File: config.mk
export PLATFORM = sky130hd
export DESIGN_NAME = neuron_mac
export DESIGN_NICKNAME = d
export VERILOG_FILES = /design/src/rtl/neuron_mac.sv
export SDC_FILE = /design/constraint.sdc
export NUM_CORES = 2
export LEC_CHECK = 0
export CORE_MARGIN = 2
export CORE_UTILIZATION = 55
export CTS_BUF_LIST = sky130_fd_sc_hd__clkbuf_16
export DETAILED_ROUTE_END_ITERATION = 7
export DONT_BUFFER_PORTS = 1
export GPL_TIMING_DRIVEN = 0
export PLACE_DENSITY = 0.78
export SYNTH_ARGS = -nofsm -noshare
export SYNTH_HDL_FRONTEND = slang
export SYNTH_SLANG_ARGS = --single-unit
File: constraint.sdc
create_clock -name clk -period 26.1 [get_ports clk]
set_clock_uncertainty 0.15 [all_clocks]
set_input_delay 2.61 -clock clk [delete_from_list [all_inputs] [get_ports clk]]
set_output_delay 2.61 -clock clk [all_outputs]
set_load 0.05 [all_outputs]
File: src/rtl/neuron_mac.sv
// neuron_mac: sequential multiply-accumulate neuron.
// Latches an M-element packed input vector, weights and bias on start.
// It multiplies one element per clock into a wide accumulator, then adds
// the bias and rescales. The result is saturated to N bits, with an
// optional ReLU.
//
// Ports:
//   clk   - clock
//   rst   - asynchronous active-high reset
//   start - compute request, honoured only while idle
//   x     - packed inputs, element i = x[i*N +: N]
//   w     - packed weights, same packing as x
//   b     - bias, Q(N-FRAC).FRAC
//   y     - registered saturated result
//   busy  - high while a computation is in flight
//   done  - one-cycle pulse when y is updated
module neuron_mac #(
  parameter int M    = 4,
  parameter int N    = 32,
  parameter int FRAC = 16,
  parameter int RELU = 0
) (
  input  logic           clk,
  input  logic           rst,
  input  logic           start,
  input  logic [M*N-1:0] x,
  input  logic [M*N-1:0] w,
  input  logic [N-1:0]   b,
  output logic [N-1:0]   y,
  output logic           busy,
  output logic           done
);

  // Wide enough that M full-precision products plus the shifted bias
  // cannot overflow before saturation.
  localparam int AW = 2*N + $clog2(M) + 1;
  localparam int IW = (M > 1) ? $clog2(M) : 1;

  typedef enum logic [1:0] {IDLE, MAC, FIN} state_t;

  state_t state, state_nx;

  logic signed [N-1:0]    xl [M];
  logic signed [N-1:0]    wl [M];
  logic signed [N-1:0]    bl;
  logic        [IW-1:0]   idx;
  logic signed [AW-1:0]   acc;

  logic                   last;
  logic signed [2*N-1:0]  xe, we, prod;
  logic signed [AW-1:0]   prod_ext, bias_ext, sum, r;
  logic        [AW-N:0]   hi;
  logic        [N-1:0]    res;

  assign last = (idx == IW'(M-1));

  // State register
  always_ff @(posedge clk or posedge rst) begin
    if (rst) state <= IDLE;
    else     state <= state_nx;
  end

  // Next-state logic
  always_comb begin
    state_nx = state;
    case (state)
      IDLE:    if (start) state_nx = MAC;
      MAC:     if (last)  state_nx = FIN;
      FIN:     state_nx = IDLE;
      default: state_nx = IDLE;
    endcase
  end

  // Output logic
  always_comb begin
    busy = (state != IDLE);
  end

  // Full-precision product of the current element pair
  always_comb begin
    xe       = {{N{xl[idx][N-1]}}, xl[idx]};
    we       = {{N{wl[idx][N-1]}}, wl[idx]};
    prod     = xe * we;
    prod_ext = {{(AW-2*N){prod[2*N-1]}}, prod};
  end

  // Bias alignment, rescale (floor), saturation and optional ReLU
  always_comb begin
    bias_ext = {{(AW-N){bl[N-1]}}, bl};
    sum      = acc + (bias_ext <<< FRAC);
    r        = sum >>> FRAC;
    // In range iff every bit from N-1 upward matches the sign.
    hi       = r[AW-1:N-1];
    if (hi == '0 || hi == '1) res = r[N-1:0];
    else if (r[AW-1])         res = {1'b1, {(N-1){1'b0}}};
    else                      res = {1'b0, {(N-1){1'b1}}};
    if (RELU != 0 && res[N-1]) res = '0;
  end

  // Datapath registers
  always_ff @(posedge clk or posedge rst) begin
    if (rst) begin
      for (int unsigned i = 0; i < M; i++) begin
        xl[i] <= '0;
        wl[i] <= '0;
      end
      bl   <= '0;
      acc  <= '0;
      idx  <= '0;
      y    <= '0;
      done <= 1'b0;
    end else begin
      done <= 1'b0;
      case (state)
        IDLE: begin
          if (start) begin
            for (int unsigned i = 0; i < M; i++) begin
              xl[i] <= x[i*N +: N];
              wl[i] <= w[i*N +: N];
            end
            bl  <= b;
            acc <= '0;
            idx <= '0;
          end
        end
        MAC: begin
          acc <= acc + prod_ext;
          idx <= last ? '0 : idx + 1'b1;
        end
        FIN: begin
          y    <= res;
          done <= 1'b1;
        end
        default: ;
      endcase
    end
  end

endmodule

# ---- Word level (Yosys, flattened, before mapping)
# Index checks and enable logic that the tools add are counted.
dict set report word_totals {
  word_cells 51
  ff_bits 392
  in_bits 291
  out_inout_bits 34
}
dict set report op_classes {
  n_addsub 3
  mux 17
  bitwise 1
  mul 1
  n_eq_ne 6
  reduce_logical 8
  magnitude_cmp 1
}
# op n
set op_table {}
lappend op_table {{32-bit two-way mux} 6}
lappend op_table {{67-bit one-hot mux with 2 select lines} 1}
lappend op_table {{32-bit binary-select mux with 2-bit select} 2}
lappend op_table {{67-bit by 48-bit adder with 67-bit output} 1}
lappend op_table {{67-bit by 64-bit adder with 67-bit output} 1}
lappend op_table {{67-bit two-way mux} 1}
lappend op_table {{32-bit by 32-bit multiplier with 64-bit output} 1}
lappend op_table {{36-bit equality test, second input constant} 1}
lappend op_table {{36-bit logical NOT} 1}
lappend op_table {{2-bit two-way mux} 4}
lappend op_table {{2-bit one-hot mux with 2 select lines} 2}
lappend op_table {{2-bit AND reduction} 3}
lappend op_table {{2-bit equality test, second input constant} 2}
lappend op_table {{2-bit != test, second input constant} 2}
lappend op_table {{2-bit nonzero test} 2}
lappend op_table {{3-bit greater-or-equal comparator, second input constant} 1}
lappend op_table {{2-bit inverter with 3-bit output} 1}
lappend op_table {{2-bit by 1-bit adder with 2-bit output, second input constant} 1}
lappend op_table {{2-bit by 1-bit equality test with 1-bit output, second input constant} 1}
lappend op_table {{2-bit logical NOT} 1}
lappend op_table {{1-bit logical OR} 1}
lappend op_table {{1-bit two-way mux} 1}

# ---- Depth between registers and ports, before layout
dict set report depth {
  word_depth 7
  mapped_depth 37
  mapped_depth_nobuf 32
}

# ---- Worst setup path before layout
# OpenSTA, ideal clock, no wires.
dict set report synth_timing {
  path_type {reg-to-reg}
  start {reg idx[1]}
  end {reg acc[58]}
  path_buffers 5
  setup_ns 0.133
  setup_slack_ns 15.789
  required_time_ns 25.817
  arrival_ns 10.028
  period_less_slack_ns 10.311
  stages_incl_launch_ff 37
  path_cell_list {dfrtp_1 > clkbuf_1 > clkbuf_1 > buf_1 > mux2i_1 > nand2_1 > o21a_1 > clkbuf_1 > nand2_1 > inv_1 > fa_1 > inv_1 > fa_1 > inv_1 > fa_1 > inv_1 > fa_1 > inv_1 > fa_1 > fa_1 > fa_1 > inv_1 > fa_1 > inv_1 > ha_1 > clkbuf_1 > a21o_1 > a21o_1 > a21oi_1 > a21oi_1 > or3b_2 > nor2_1 > a21oi_1 > a21boi_0 > o21bai_1 > xnor2_1 > o21ai_0}
}
dict set report synth_between {
  elab_chain_cells 7
  elab_cells_between_ends 10
  classes_between {add/sub: 1; mul: 1; mux: 7; bitwise: 1}
}
# item line_no
set synth_rtl {}
lappend synth_rtl {{start: declaration} 46} ;# logic [IW-1:0] idx;
lappend synth_rtl {{start signal: assignment} 128} ;# idx <= last ? '0 : idx + 1'b1;
lappend synth_rtl {{2-bit inverter with 3-bit output (not written as such) (*)} {81, 82}}
lappend synth_rtl {{32-bit binary-select mux with 2-bit select, on equally long branches} {81, 82}}
lappend synth_rtl {{32-bit two-way mux, on equally long branches (2 in series)} {81, 82}}
lappend synth_rtl {{32-bit by 32-bit multiplier with 64-bit output (*)} 83} ;# prod = xe * we;
lappend synth_rtl {{67-bit by 64-bit adder with 67-bit output (*)} 127} ;# acc <= acc + prod_ext;
lappend synth_rtl {{67-bit one-hot mux with 2 select lines (*)} 114} ;# case (state)
lappend synth_rtl {{end signal: assignment} 127}
lappend synth_rtl {{end: declaration} 47} ;# logic signed [AW-1:0] acc;
# Every way passes the cells marked *; elsewhere a longest branch is shown, timed or not. The select of a mux whose other input is x is not followed.
# A chain may end at the register's enable or synchronous reset.

# ---- Final worst setup path
dict set report layout_timing {
  start {reg idx[1]}
  end {reg acc[63]}
}
# Same word-level chain as after synthesis.

==> metrics <==
Total Routing Usage GR=39.9%; Vias/cell=5.97; detailed-routing iteration count for the pre-antenna-repair pass=6; core occupancy in the finished layout=58.5%; buffer cell driving the clock tree root=sky130_fd_sc_hd__clkbuf_16; number of placement rows=121; worst min-delay path class=reg2reg; multi-input combinational cell area=44000 um^2; longest individual stage delay on the worst path=950 ps; synthesized instance count=6102; Max Cap Violations=2; warning count from the yosys run=0; iteration-0 DRC count of the detailed router=4219; synthesized flop and latch total=392; clock-pin slew of the registers on the worst-case setup and hold paths=60 ps; top fanout value on the critical path=10; data arrival time of the critical path=14190 ps; full die area=112000 um^2; Horiz. Die Dim=334 um; storage element area=9810 um^2; Max-Slew Margin vs Limit=-1.68%; cell family with the largest share of critical-path delay=adder cells; area of the core=109000 um^2; RSZ-0062 raised after global routing=false; Worst path slowest cell=sky130_fd_sc_hd__buf_1; Reg2Reg Setup Slack=12240 ps; startpoint of the most critical hold path=acc[11]$_DFFE_PP0P_; buffers added on ports=0; worst path setup slack after routing=12240 ps; Startpoint Class=register; clock network latency to the later pin of the worst-skew pair=650 ps; CTS max path bufs=3; CTS tree=built; Avg Cell Area, Syn=between 9 and 10 um^2; area added between synthesis and finish=5.85%; leading cell type in the layout, fill and taps excluded=sky130_fd_sc_hd__inv_1; hold violation total from the final report=0; slew of the pin with the lowest slew margin=about 1500 ps; kind of critical path=reg2reg; detailed-placement wirelength estimate=185000 um; vertical die dimension=334 um; number of synthesized flops with an enable pin=0; final count of negative-setup-slack endpoints=0; Async SR Flop Fraction=100%; synthesized net count=7912; Inserted Clock Buffers=44; Worst Path Buf+Inv=10; Mapped Area=59900 um^2; maximum clock frequency=72.1 MHz; R2R Path End=acc[63]$_DFFE_PP0P_; final number of max-transition violations=12; CTS Hold Buffers Added=0; result of the run=finished with violations; required time of the critical path=about 26000 ps; period utilisation layout=53.1%; RePlAce Congestion=1.05; number of antenna-violating nets in the routed design=0; number of distinct library cell variants in the gate-level netlist after synthesis=83; Fillers=9274; # Post-CTS Setup Buffers=0; vias after detailed routing=45547; first-pass GRT wire length=~320000 um; Setup Slack @ Placement=approximately 13000 ps; CTS H-tree lvls=2; Residual DRC=0; depth of the worst hold-timing path=2; largest net degree at the start of global routing=129; type of destination of the critical path=register; initial antenna violation count=21; depth of the most critical reg-to-reg path=32; per-cell routed wire length=28.6 um; number of global-route vias before repair=48134; io pins=325; number of logic stages on the critical path including buffering=32; Hold WS=331 ps; Gates resized, CTS repair=0; Initial Util=55.2%; Critical Path Most Common Cell=sky130_fd_sc_hd__fa_1; total wire length=219000 um; aggregate negative setup slack=0 ps; launch instance of the worst register-to-register path=idx[1]$_DFFE_PP0P_; min Tclk post-route=between 10000 and 15000 ps; sinks on the clock net=392; share of post-route cells with drive strength above 1=8.12%; share of the yosys chip area belonging to registers=16.4%; violations in the final reports=capacitance limit, slew limit; final net count=about 8000; end of the worst hold path=acc[11]$_DFFE_PP0P_; most common flop cell mapped by yosys=sky130_fd_sc_hd__dfrtp_1; highest-count cells in the layout ignoring fill and taps=sky130_fd_sc_hd__inv_1, sky130_fd_sc_hd__fa_1, sky130_fd_sc_hd__nand2_1; total global routing overflow=0
## cells in the mapped netlist, types with 9 or more instances
| cell type | n | area share [%] |
|---|---|---|
| sky130_fd_sc_hd__a211oi_1 | 10 | 0.13 |
| sky130_fd_sc_hd__a21o_1 | 57 | 0.71 |
| sky130_fd_sc_hd__a21oi_1 | 113 | 0.94 |
| sky130_fd_sc_hd__a31oi_1 | 19 | 0.20 |
| sky130_fd_sc_hd__and2_1 | 49 | 0.51 |
| sky130_fd_sc_hd__and3_1 | 14 | 0.15 |
| sky130_fd_sc_hd__buf_1 | 20 | 0.13 |
| sky130_fd_sc_hd__buf_2 | 13 | 0.11 |
| sky130_fd_sc_hd__clkbuf_1 | 262 | 1.6 |
| sky130_fd_sc_hd__dfrtp_1 | 392 | 16 |
| sky130_fd_sc_hd__fa_1 | 1244 | 42 |
| sky130_fd_sc_hd__ha_1 | 275 | 5.7 |
| sky130_fd_sc_hd__inv_1 | 1318 | 8.3 |
| sky130_fd_sc_hd__mux2_2 | 338 | 6.3 |
| sky130_fd_sc_hd__mux2i_1 | 54 | 0.90 |
| sky130_fd_sc_hd__mux4_2 | 13 | 0.49 |
| sky130_fd_sc_hd__nand2_1 | 751 | 4.7 |
| sky130_fd_sc_hd__nand2b_1 | 27 | 0.28 |
| sky130_fd_sc_hd__nand3_1 | 20 | 0.17 |
| sky130_fd_sc_hd__nand4_1 | 35 | 0.37 |
| sky130_fd_sc_hd__nor2_1 | 495 | 3.1 |
| sky130_fd_sc_hd__nor3_1 | 18 | 0.15 |
| sky130_fd_sc_hd__o21a_1 | 62 | 0.78 |
| sky130_fd_sc_hd__o21ai_0 | 135 | 1.1 |
| sky130_fd_sc_hd__o21ai_1 | 28 | 0.23 |
| sky130_fd_sc_hd__o21bai_1 | 17 | 0.21 |
| sky130_fd_sc_hd__o22ai_1 | 16 | 0.17 |
| sky130_fd_sc_hd__o311ai_1 | 20 | 0.29 |
| sky130_fd_sc_hd__o311ai_2 | 9 | 0.24 |
| sky130_fd_sc_hd__o31ai_1 | 15 | 0.19 |
| sky130_fd_sc_hd__or3_1 | 10 | 0.10 |
| sky130_fd_sc_hd__xnor2_1 | 75 | 1.1 |
| sky130_fd_sc_hd__xor2_1 | 42 | 0.61 |
## worst reg2reg max path: cells and delay by family, from the launching register on
kind,cells,cell delay [ps]
mux,1,240
buf+inv,10,3840
flops,1,560
fa+ha+maj,9,5440
compound gates,5,1490
simple gates,7,2010
## state kept, by name (all words and copies together), names as in the netlist
| name | flops |
|---|---|
| acc | 67 |
| bl | 32 |
| done | 1 |
| idx | 2 |
| state | 2 |
| wl | 128 |
| xl | 128 |
| y | 32 |
## how the worst max path moves through the flow
stage                             startpoint                   to  slack [ps]
final                     idx[1]$_DFFE_PP0P_  acc[63]$_DFFE_PP0P_       12240
after global routing      idx[1]$_DFFE_PP0P_  acc[44]$_DFFE_PP0P_       12180
after CTS                 idx[1]$_DFFE_PP0P_  acc[63]$_DFFE_PP0P_       12760
after detailed placement  idx[1]$_DFFE_PP0P_  acc[63]$_DFFE_PP0P_       12810
after global placement                   rst    bl[3]$_DFFE_PP0P_        8140
after floorplan                          rst   acc[0]$_DFFE_PP0P_       12440
## metrics by stage
stage | instances | area [um^2]
4_1_cts | 7611 | 63400
2_1_floorplan | 6102 | 60000
3_5_place_dp | 7530 | 62000
5_1_grt | 7617 | 63400
3_3_place_gp | 7516 | 61700
6_report | 7631 | 63500
## kinds of logic (layout without fill, tap and decap cells)
family / after synthesis / count (layout) / synth area share, %
AO/OA/AOI/OAI: 583 / 583 / 6.54
XOR/XNOR: 117 / 117 / 1.71
adder cells (fa/ha/maj): 1519 / 1519 / 47.3
buffers and inverters: 1622 / 1717 / 10.3
flip-flops: 392 / 392 / 16.4
multiplexers: 405 / 405 / 7.74
other: 0 / 20 / 0
AND/OR/NAND/NOR: 1464 / 1464 / 10.1
## metal layers
layer | share of wire (%) | vias up | global-route usage, % | wire length (um)
met5 | 0.030 | - | 0 | 65
met4 | 7.6 | 10 | 25.4 | 16600
met3 | 9.4 | 671 | 8.98 | 20600
met2 | 45 | 2439 | 60.5 | 98400
met1 | 38 | 23707 | 52.3 | 82900
li1 | - | 18720 | - | -
## cell type report
| cell class | instances | area share, % |
|---|---|---|
| Multi-Input combinational cell | 4088 | 69.4 |
| Sequential cell | 392 | 15.5 |
| Inverter | 1318 | 7.81 |
| Tap cell | 1414 | 2.79 |
| Buffer | 304 | 1.90 |
| Clock buffer | 45 | 1.77 |
| Clock inverter | 36 | 0.487 |
| Timing Repair Buffer | 14 | 0.349 |
| Antenna cell | 20 | 0.0789 |
Power is left out: the tool's default activity adds up to more than one toggle a clock period on the data nets, which glitch-free logic cannot reach.
